[config.mk]
export PLATFORM = sky130hd
export DESIGN_NAME = spi_sclk_gen
export DESIGN_NICKNAME = d
export VERILOG_FILES = /design/src/rtl/spi_sclk_gen_pkg.sv /design/src/rtl/spi_halfper_cnt.sv /design/src/rtl/spi_sclk_gen.sv
export SDC_FILE = /design/constraint.sdc
export NUM_CORES = 1
export LEC_CHECK = 0
export ABC_AREA = 0
export BUFFER_PORTS_ARGS = -buffer_cell sky130_fd_sc_hd__buf_2
export CAP_MARGIN = 20
export CELL_PAD_IN_SITES_DETAIL_PLACEMENT = 1
export CELL_PAD_IN_SITES_GLOBAL_PLACEMENT = 2
export CORE_ASPECT_RATIO = 0.75
export CORE_MARGIN = 2
export CORE_UTILIZATION = 31
export CTS_CLUSTER_SIZE = 8
export DETAILED_ROUTE_END_ITERATION = 8
export GPL_ROUTABILITY_DRIVEN = 0
export PLACE_DENSITY = 0.72
export SLEW_MARGIN = 40
export SYNTH_ARGS = -nofsm -noshare
export SYNTH_HDL_FRONTEND = slang
export SYNTH_HIERARCHICAL = 1
export SYNTH_SLANG_ARGS = --single-unit
[constraint.sdc]
create_clock -name wb_clk -period 2.35 [get_ports wb_clk]
set_input_delay 0.3525 -clock wb_clk [delete_from_list [all_inputs] [get_ports wb_clk]]
set_output_delay 0.3525 -clock wb_clk [all_outputs]
set_load 0.01 [all_outputs]
[src/rtl/spi_sclk_gen_pkg.sv]
// rtl/spi_sclk_gen_pkg.sv - shared types and constants for the SPI serial-clock generator
//
// Contents:
//   state_t          FSM encoding (IDLE / RUN / TAIL)
//   MODE_CPHA/CPOL   bit positions inside the latched mode register
//   DIV_W_DEF        default divider width
//   CNT_W_DEF        default char_len width
package spi_sclk_gen_pkg;

    typedef enum logic [1:0] {
        ST_IDLE = 2'd0,
        ST_RUN  = 2'd1,
        ST_TAIL = 2'd2
    } state_t;

    localparam int MODE_CPHA = 0;
    localparam int MODE_CPOL = 1;

    localparam int DIV_W_DEF = 16;
    localparam int CNT_W_DEF = 7;

endpackage

[src/rtl/spi_halfper_cnt.sv]
// rtl/spi_halfper_cnt.sv - reloadable half-period down-counter with zero tick
//
// Ports:
//   wb_clk      in   system clock
//   wb_reset_n  in   synchronous active-low reset
//   load        in   reload counter with load_val (wins over en)
//   en          in   decrement enable; counter parks at zero
//   load_val    in   reload value (half-period minus one)
//   zero        out  counter currently at zero
module spi_halfper_cnt #(
    parameter int W = 16
) (
    input  logic         wb_clk,
    input  logic         wb_reset_n,
    input  logic         load,
    input  logic         en,
    input  logic [W-1:0] load_val,
    output logic         zero
);

    logic [W-1:0] cnt_q;

    always_ff @(posedge wb_clk) begin
        if (!wb_reset_n) begin
            cnt_q <= '0;
        end else if (load) begin
            cnt_q <= load_val;
        end else if (en && (cnt_q != '0)) begin
            cnt_q <= cnt_q - W'(1);
        end
    end

    assign zero = (cnt_q == '0);

endmodule

[src/rtl/spi_sclk_gen.sv]
// rtl/spi_sclk_gen.sv - SPI serial-clock generator with transfer count and shifter strobes
//
// Ports:
//   wb_clk, wb_reset_n          clock, synchronous active-low reset
//   start, abort                begin transfer (IDLE only) / terminate transfer
//   divider, cpol, cpha,        transfer configuration, latched when start is accepted
//   char_len                    (char_len = 0 means 2**CNT_W bits)
//   busy                        transfer in progress
//   sclk, pos_edge, neg_edge    serial clock and its direction pulses
//   sample_strb, shift_strb,    shifter strobes, high in the cycle sclk shows the new level
//   load_strb
//   last_clk                    final SCLK period of the transfer
//   done                        one-cycle pulse on normal completion
module spi_sclk_gen
    import spi_sclk_gen_pkg::*;
#(
    parameter int DIV_W = DIV_W_DEF,
    parameter int CNT_W = CNT_W_DEF
) (
    input  logic             wb_clk,
    input  logic             wb_reset_n,
    input  logic             start,
    input  logic             abort,
    input  logic [DIV_W-1:0] divider,
    input  logic             cpol,
    input  logic             cpha,
    input  logic [CNT_W-1:0] char_len,
    output logic             busy,
    output logic             sclk,
    output logic             pos_edge,
    output logic             neg_edge,
    output logic             sample_strb,
    output logic             shift_strb,
    output logic             load_strb,
    output logic             last_clk,
    output logic             done
);

    localparam int TW = CNT_W + 1;

    state_t           state_q, state_d;
    logic [DIV_W-1:0] div_q;
    logic [1:0]       mode_q;
    logic [CNT_W-1:0] len_q;
    logic [TW-1:0]    tcnt_q, tcnt_d;

    logic busy_d, sclk_d, pos_d, neg_d, sample_d, shift_d, load_d, last_d, done_d;
    logic accept;
    logic cnt_load, cnt_en, tick;

    // tcnt_q holds the number of toggles already issued, so the toggle being
    // issued now has index t = tcnt_q + 1. With n_m1 = N-1 (char_len 0 wraps
    // to 2**CNT_W - 1), t = 2N is tcnt_q = {n_m1,1} and t = 2N-2 is {n_m1-1,1}.
    logic [CNT_W-1:0] n_m1;
    logic [TW-1:0]    last_idx;
    logic [TW-1:0]    pre_last_idx;
    logic             is_last_tog;
    logic             cpha_q, cpol_q;

    assign n_m1         = len_q - CNT_W'(1);
    assign last_idx     = {n_m1, 1'b1};
    assign pre_last_idx = {n_m1 - CNT_W'(1), 1'b1};
    assign is_last_tog  = (tcnt_q == last_idx);
    assign cpha_q       = mode_q[MODE_CPHA];
    assign cpol_q       = mode_q[MODE_CPOL];

    spi_halfper_cnt #(
        .W(DIV_W)
    ) u_halfper_cnt (
        .wb_clk    (wb_clk),
        .wb_reset_n(wb_reset_n),
        .load      (cnt_load),
        .en        (cnt_en),
        // on accept the shadow register is not yet valid, so load from the input
        .load_val  (accept ? divider : div_q),
        .zero      (tick)
    );

    always_comb begin
        state_d  = state_q;
        tcnt_d   = tcnt_q;
        busy_d   = busy;
        sclk_d   = sclk;
        pos_d    = 1'b0;
        neg_d    = 1'b0;
        sample_d = 1'b0;
        shift_d  = 1'b0;
        load_d   = 1'b0;
        last_d   = last_clk;
        done_d   = 1'b0;
        accept   = 1'b0;
        cnt_load = 1'b0;
        cnt_en   = 1'b0;

        case (state_q)
            ST_IDLE: begin
                sclk_d = cpol;
                busy_d = 1'b0;
                last_d = 1'b0;
                tcnt_d = '0;
                if (start && !abort) begin
                    accept   = 1'b1;
                    cnt_load = 1'b1;
                    state_d  = ST_RUN;
                    busy_d   = 1'b1;
                    load_d   = !cpha;
                    // a one-bit transfer is in its last SCLK period immediately
                    last_d   = (char_len == CNT_W'(1));
                end
            end

            ST_RUN: begin
                cnt_en = 1'b1;
                if (abort) begin
                    state_d = ST_IDLE;
                    busy_d  = 1'b0;
                    sclk_d  = cpol_q;
                    last_d  = 1'b0;
                    tcnt_d  = '0;
                end else if (tick) begin
                    cnt_load = 1'b1;
                    sclk_d   = !sclk;
                    pos_d    = !sclk;
                    neg_d    = sclk;
                    tcnt_d   = tcnt_q + TW'(1);
                    if (!tcnt_q[0]) begin
                        // leading edge
                        sample_d = !cpha_q;
                        shift_d  = cpha_q;
                    end else begin
                        // trailing edge; no shift after the final bit in cpha=0
                        sample_d = cpha_q;
                        shift_d  = !cpha_q && !is_last_tog;
                    end
                    if (tcnt_q == pre_last_idx) begin
                        last_d = 1'b1;
                    end
                    if (is_last_tog) begin
                        state_d = ST_TAIL;
                    end
                end
            end

            ST_TAIL: begin
                cnt_en = 1'b1;
                if (abort) begin
                    state_d = ST_IDLE;
                    busy_d  = 1'b0;
                    sclk_d  = cpol_q;
                    last_d  = 1'b0;
                    tcnt_d  = '0;
                end else if (tick) begin
                    state_d = ST_IDLE;
                    busy_d  = 1'b0;
                    last_d  = 1'b0;
                    done_d  = 1'b1;
                    tcnt_d  = '0;
                end
            end

            default: begin
                state_d = ST_IDLE;
                busy_d  = 1'b0;
                last_d  = 1'b0;
                tcnt_d  = '0;
            end
        endcase
    end

    always_ff @(posedge wb_clk) begin
        if (!wb_reset_n) begin
            state_q     <= ST_IDLE;
            tcnt_q      <= '0;
            div_q       <= '0;
            mode_q      <= '0;
            len_q       <= '0;
            busy        <= 1'b0;
            sclk        <= 1'b0;
            pos_edge    <= 1'b0;
            neg_edge    <= 1'b0;
            sample_strb <= 1'b0;
            shift_strb  <= 1'b0;
            load_strb   <= 1'b0;
            last_clk    <= 1'b0;
            done        <= 1'b0;
        end else begin
            state_q     <= state_d;
            tcnt_q      <= tcnt_d;
            busy        <= busy_d;
            sclk        <= sclk_d;
            pos_edge    <= pos_d;
            neg_edge    <= neg_d;
            sample_strb <= sample_d;
            shift_strb  <= shift_d;
            load_strb   <= load_d;
            last_clk    <= last_d;
            done        <= done_d;
            if (accept) begin
                div_q             <= divider;
                mode_q[MODE_CPHA] <= cpha;
                mode_q[MODE_CPOL] <= cpol;
                len_q             <= char_len;
            end
        end
    end

endmodule

Yosys cells after proc, flatten, opt, wreduce, memory -nomap -nowiden
Index checks and enable logic that the tools add are counted.
- output and inout bits: 9
- logic and storage cells: 92
- input port bits: 29
- bits in registers: 60
- $add $sub $neg: 4
- bitwise operators: 3
- reductions and logical operators: 22
- equal/unequal tests: 12
- multiplexer cells: 36
- operators with widths (cell ; count):
    16-bit two-way mux ; 3
    8-bit two-way mux ; 4
    1-bit two-way mux ; 17
    8-bit equality test ; 2
    16-bit zero test ; 1
    8-bit one-hot mux with 2 select lines ; 1
    16-bit nonzero test ; 1
    16-bit by 1-bit subtractor with 16-bit output (second input constant) ; 1
    7-bit by 1-bit subtractor with 7-bit output (second input constant) ; 2
    2-bit two-way mux ; 6
    3-bit inequality test (second input constant) ; 4
    1-bit one-hot mux with 3 select lines ; 3
    3-bit AND reduction ; 3
    8-bit by 1-bit adder with 8-bit output (second input constant) ; 1
    7-bit by 1-bit equality test with 1-bit output (second input constant) ; 1
    2-bit inequality test (second input constant) ; 3
    2-bit one-hot mux with 3 select lines ; 1
    2-bit AND reduction ; 3
    1-bit zero test ; 5
    4-bit AND reduction ; 1
    4-bit OR reduction ; 1
    1-bit logical AND ; 3
    1-bit NOT ; 3
    3-bit nonzero test ; 1
    6 further kinds ; 6

Longest topological paths before layout
- depth after elaboration: 7
- depth in mapped cells: 11
- gate-level depth less buffers: 10

Cells and area by module
Netlist, hierarchy kept.
- by module, submodules not included (module ; area each (µm²) ; sequential area each (µm²) ; cells an instance ; instances):
    spi_sclk_gen ; 2374.8 ; 880.8 ; 300 ; 1
    spi_halfper_cnt ; 922.1 ; 320.3 ; 114 ; 1

Worst setup path after synthesis
OpenSTA, ideal clock, no wires.
- kind: register to register
- from: register u_halfper_cnt.cnt_q[7]
- to: register tcnt_q[7]
- period minus slack after synthesis: 2391 ps
- path slack: -41 ps
- data required time: 2229 ps
- arrival time: 2271 ps
- library setup time: 121 ps
- path buffers: 1
- stages on the path, launching flop included: 10
- path through: dfxtp_1 > or4_4 > and4bb_1 > buf_6 > nor2_1 > o21ai_1 > nand4_1 > nor4_1 > xnor2_1 > nor2_1
- cells in the longest elaborated chain, start to end: 3
- elaborated cells on any way between the ends: 4
- classes of those cells: eq/ne: 2; reduce/logical: 2
- ends and longest elaborated chain (what ; line ; text):
    from (decl) ; spi_halfper_cnt.sv:21 ; logic [W-1:0] cnt_q;
    from (signal assigned) ; spi_halfper_cnt.sv:27 ; cnt_q <= load_val;
    from (signal assigned) ; spi_halfper_cnt.sv:29 ; cnt_q <= cnt_q - W'(1);
    16-bit zero test (*) ; spi_halfper_cnt.sv:33 ; assign zero = (cnt_q == '0);
    via tick ; spi_sclk_gen.sv:49 ; logic cnt_load, cnt_en, tick;
    3-bit inequality test (no source line) ; -- ;
    2-bit AND reduction (no source line) (*) ; -- ;
    to (signal assigned) ; spi_sclk_gen.sv:188 ; tcnt_q <= tcnt_d;
    to (decl) ; spi_sclk_gen.sv:45 ; logic [TW-1:0] tcnt_q, tcnt_d;
Mark *: on every way through the listed nets, which the timed path passes. The rest lies on a longest branch.
A chain may end at the register's enable or synchronous reset.

Worst setup path in the final report
- from: register u_halfper_cnt.cnt_q[11]
- to: register last_clk
- cells in the longest elaborated chain, start to end: 3
- elaborated cells on any way between the ends: 4
- classes of those cells: eq/ne: 2; reduce/logical: 2
- ends and longest elaborated chain (what ; line ; text):
    16-bit zero test (*) ; spi_halfper_cnt.sv:33 ;
    via tick ; spi_sclk_gen.sv:49 ;
    3-bit inequality test (no source line) ; -- ;
    3-bit AND reduction (no source line) (*) ; -- ;
    to (signal assigned) ; spi_sclk_gen.sv:196 ; last_clk <= last_d;
    to (decl) ; spi_sclk_gen.sv:35 ; output logic last_clk,
Marks and branches as above.

==> reports/summary.md <==
Outcome
- finished, final reports clean — result of the run

Synth
- 6 — number of synthesis warnings
- 0% — fraction of registers with async set/reset
- 2.163% — share of cell area taken by muxes after synthesis
- dfxtp_1 — most frequently used flop master after synthesis
- 0.003297 mm2 — netlist area before placement
- simple AND/OR/NAND/NOR gates — combinational family with the most area after synthesis
- 8.956% — parity-gate share of the synthesized area counting xor and xnor cells
- 451 — nets in the synthesized netlist
- 414 — number of standard cells after synthesis
- 60 — flip-flop and latch count after synthesis
- 59 — number of distinct library cell variants in the gate-level netlist after synthesis
- 7.964 um2 — mean post-synth cell area
- 0 — number of flops mapped to enable cells by yosys
- 3.036% — Synth Area in Adders
- 36.43% — share of the yosys chip area belonging to registers
- 26.76% — Synth Area in Simple Gates
- 17.50% — compound-gate portion of the synthesized area

Worst setup path
- flop — element type at the critical path start
- or4_4, and4bb_4, nor2_4, o21ai_4, nand4_1, a2111oi_4, o21ai_1, o311a_1 — critical path cell sequence
- 2510 ps — Crit path arrival time
- or4_4 — Slowest-stage cell, CP
- 2560 ps — Crit path required time
- 0 — Buf/Inv on CP
- flop — CP endpoint kind
- reg -> reg — kind of critical path
- 540 ps — delay of the slowest critical-path stage
- 6 — Critical Path Fanout Max
- simple AND/OR/NAND/NOR gates — Top delay family on crit path

Placed design
- 37 — count of input and output buffers
- 6994 um — HPWL after DPL

Floorplan
- 0.01033 mm2 — Placeable Area
- 93.31 um — Die Ht
- 31.92% — Starting Density
- 123.1 um — Die X-Extent
- 32 — number of cell rows
- 38 — top-level I/O count
- 0.01148 mm2 — Die Footprint

Layout
- 1241 — Filler Cell Count
- 40.08% — final core utilization
- 21.82% — fraction of final layout cells sized beyond drive strength 1
- 0 — number of antenna repair diodes
- nand2_1, dfxtp_1, a21oi_1 — leading cell types in the layout, fill and taps excluded
- nand2_1 — most common library cell in the layout ignoring fill and taps
- 25.58% — post-synthesis to final-layout area growth
- 504 — # nets final

Global route
- 3030 — number of global-route vias before repair
- 0 — total gr overflow
- 0 — antenna violations before repair
- 15810 um — global-route wire length before repair
- 18.16% — GRT Overall Usage
- 30 — maximum number of pins on one net before global-route repair

Timing
- 0 — setup-violating endpoint count in the final report
- 0 ps — setup TNS
- 0 — fin. max-slew vios
- 69.07% — max_slew headroom
- 0 — Hold Fails Final Rpt
- 2295 ps — shortest clock period the worst path allows after layout
- true — unrepaired setup endpoints after global routing
- 435.8 MHz — upper clock frequency limit
- 97.64% — period utilisation layout
- 5.668 ps — clock skew
- 457.5 ps — slew at the pin with the worst max-slew slack

Route
- 0 — antenna-violating nets left
- 0 — remaining design rule violation count
- 15.90 um — WL/cell
- 4 — drt pass-1 iters
- 131 — initial DRC count
- 4.972 — number of vias per cell
- 9669 um — final wirelength
- 3023 — overall via count from detail_route

Power
- 0.4069 mV — IR Drop Worst-Case VDD
- 771.6 mW/mm2 — pwr/cell area
- 0.001696 uW — leakage power figure
- 3194 uW — Tot Pwr

Clocking
- 9 — CTS buffer count
- 330 ps — clock latency reported for the late side of the worst-skew pair
- yes — clock tree from TritonCTS
- 2 — Clock Tree Buf Depth
- clkbuf_16 — Clock Tree Root
- 3 — H-tree depth
- 50 ps — clock transition at the registers of the reported paths
- 60 — sinks on the clock net

Min path
- in -> reg — worst hold path class

Job
- 0 — total of max-cap violations

==> timing repair <==
item,in CTS,in global routing
hold buffers,0,0
pin swaps,0,8
buffers inserted,0,1
resized for setup,2,10
endpoints found under the setup margin,3,5
==> cells in the mapped netlist, types with 2 or more instances <==
cell type / number / area, um2
nor4_1: 4 / 25.02
nand3_1: 2 / 10.01
or3_1: 2 / 12.51
a21oi_1: 47 / 235.2
dfxtp_1: 60 / 1201
and3_1: 2 / 12.51
mux2i_1: 6 / 60.06
o21ai_0: 19 / 95.09
xnor2_1: 21 / 183.9
clkbuf_1: 14 / 52.55
a21o_1: 2 / 15.01
nor4b_1: 3 / 26.28
nor3b_1: 3 / 22.52
nor2b_1: 6 / 37.54
xor2_1: 10 / 87.58
inv_1: 15 / 56.30
ha_1: 8 / 100.1
a31oi_1: 3 / 18.77
a211oi_1: 2 / 15.01
nand2_1: 84 / 315.3
buf_4: 3 / 22.52
nor3_1: 13 / 65.06
nor2_1: 32 / 120.1
nand4_1: 8 / 50.05
or2_2: 2 / 12.51
o22ai_1: 2 / 12.51
and3b_1: 2 / 17.52
buf_6: 3 / 33.78
nand3b_1: 4 / 30.03
o21ai_1: 3 / 15.01
==> registers in the layout (all words and copies together), names as in the netlist <==
register,flops
busy,1
div_q,16
done,1
last_clk,1
len_q,7
load_strb,1
mode_q,2
neg_edge,1
pos_edge,1
sample_strb,1
sclk,1
shift_strb,1
state_q,2
tcnt_q,8
u_halfper_cnt/cnt_q,16
==> layer usage <==
metal	track usage, %	vias to the layer above	part of all wire, %
met4	5.777	0	1.5
met1	26.69	1422	55
met3	4.390	12	3.6
met2	25.83	53	39
li1	-	1536	-
met5	0	-	0
==> layout make-up <==
class,count,area (um2),share of cell area (%)
Clock buffer,12,246.5,5.953
Clock inverter,4,72.57,1.753
Inverter,15,56.30,1.360
Multi-Input combinational cell,318,1986,47.96
Sequential cell,60,1204,29.07
Tap cell,136,170.2,4.110
Timing Repair Buffer,63,405.4,9.791
==> power breakdown <==
group | switching [uW] | internal, uW | total (uW)
clock | 472 | 955 | 1430
sequential | 61.3 | 1080 | 1140
combinational | 338 | 286 | 624
==> worst paths after layout <==
path,endpoint,depth (start not counted),slack (ps),startpoint
max reg2reg,last_clk,8,60,u_halfper_cnt/cnt_q[11]
max,last_clk,8,60,u_halfper_cnt/cnt_q[11]
min,load_strb,2,200,cpha
min reg2reg,pos_edge,1,460,sclk
==> cells by family (layout without fill, tap and decap cells) <==
group	after synthesis	in the layout
and+or+nand+nor	179	179
AOI/OAI and AO/OA	92	92
DFF	60	60
buffers and inverters	36	94
xor gates and xnor gates	32	32
adders and majority gates	8	8
muxes	7	7
==> metrics by stage <==
| stage | cell area (um2) | hold slack, ps | instances | setup slack (ps) |
|---|---|---|---|---|
| floorplan | 3307 | 429.8 | 414 | 1.931 |
| global placement | 3764 | 447.3 | 591 | 68.24 |
| detailed placement | 3764 | 451.6 | 591 | -79.26 |
| CTS | 4086 | 192.6 | 607 | 16.55 |
| global route | 4140 | 203.7 | 608 | -56.52 |
| finish | 4140 | 204.5 | 608 | 55.38 |
(Power assumes the default switching activity.)
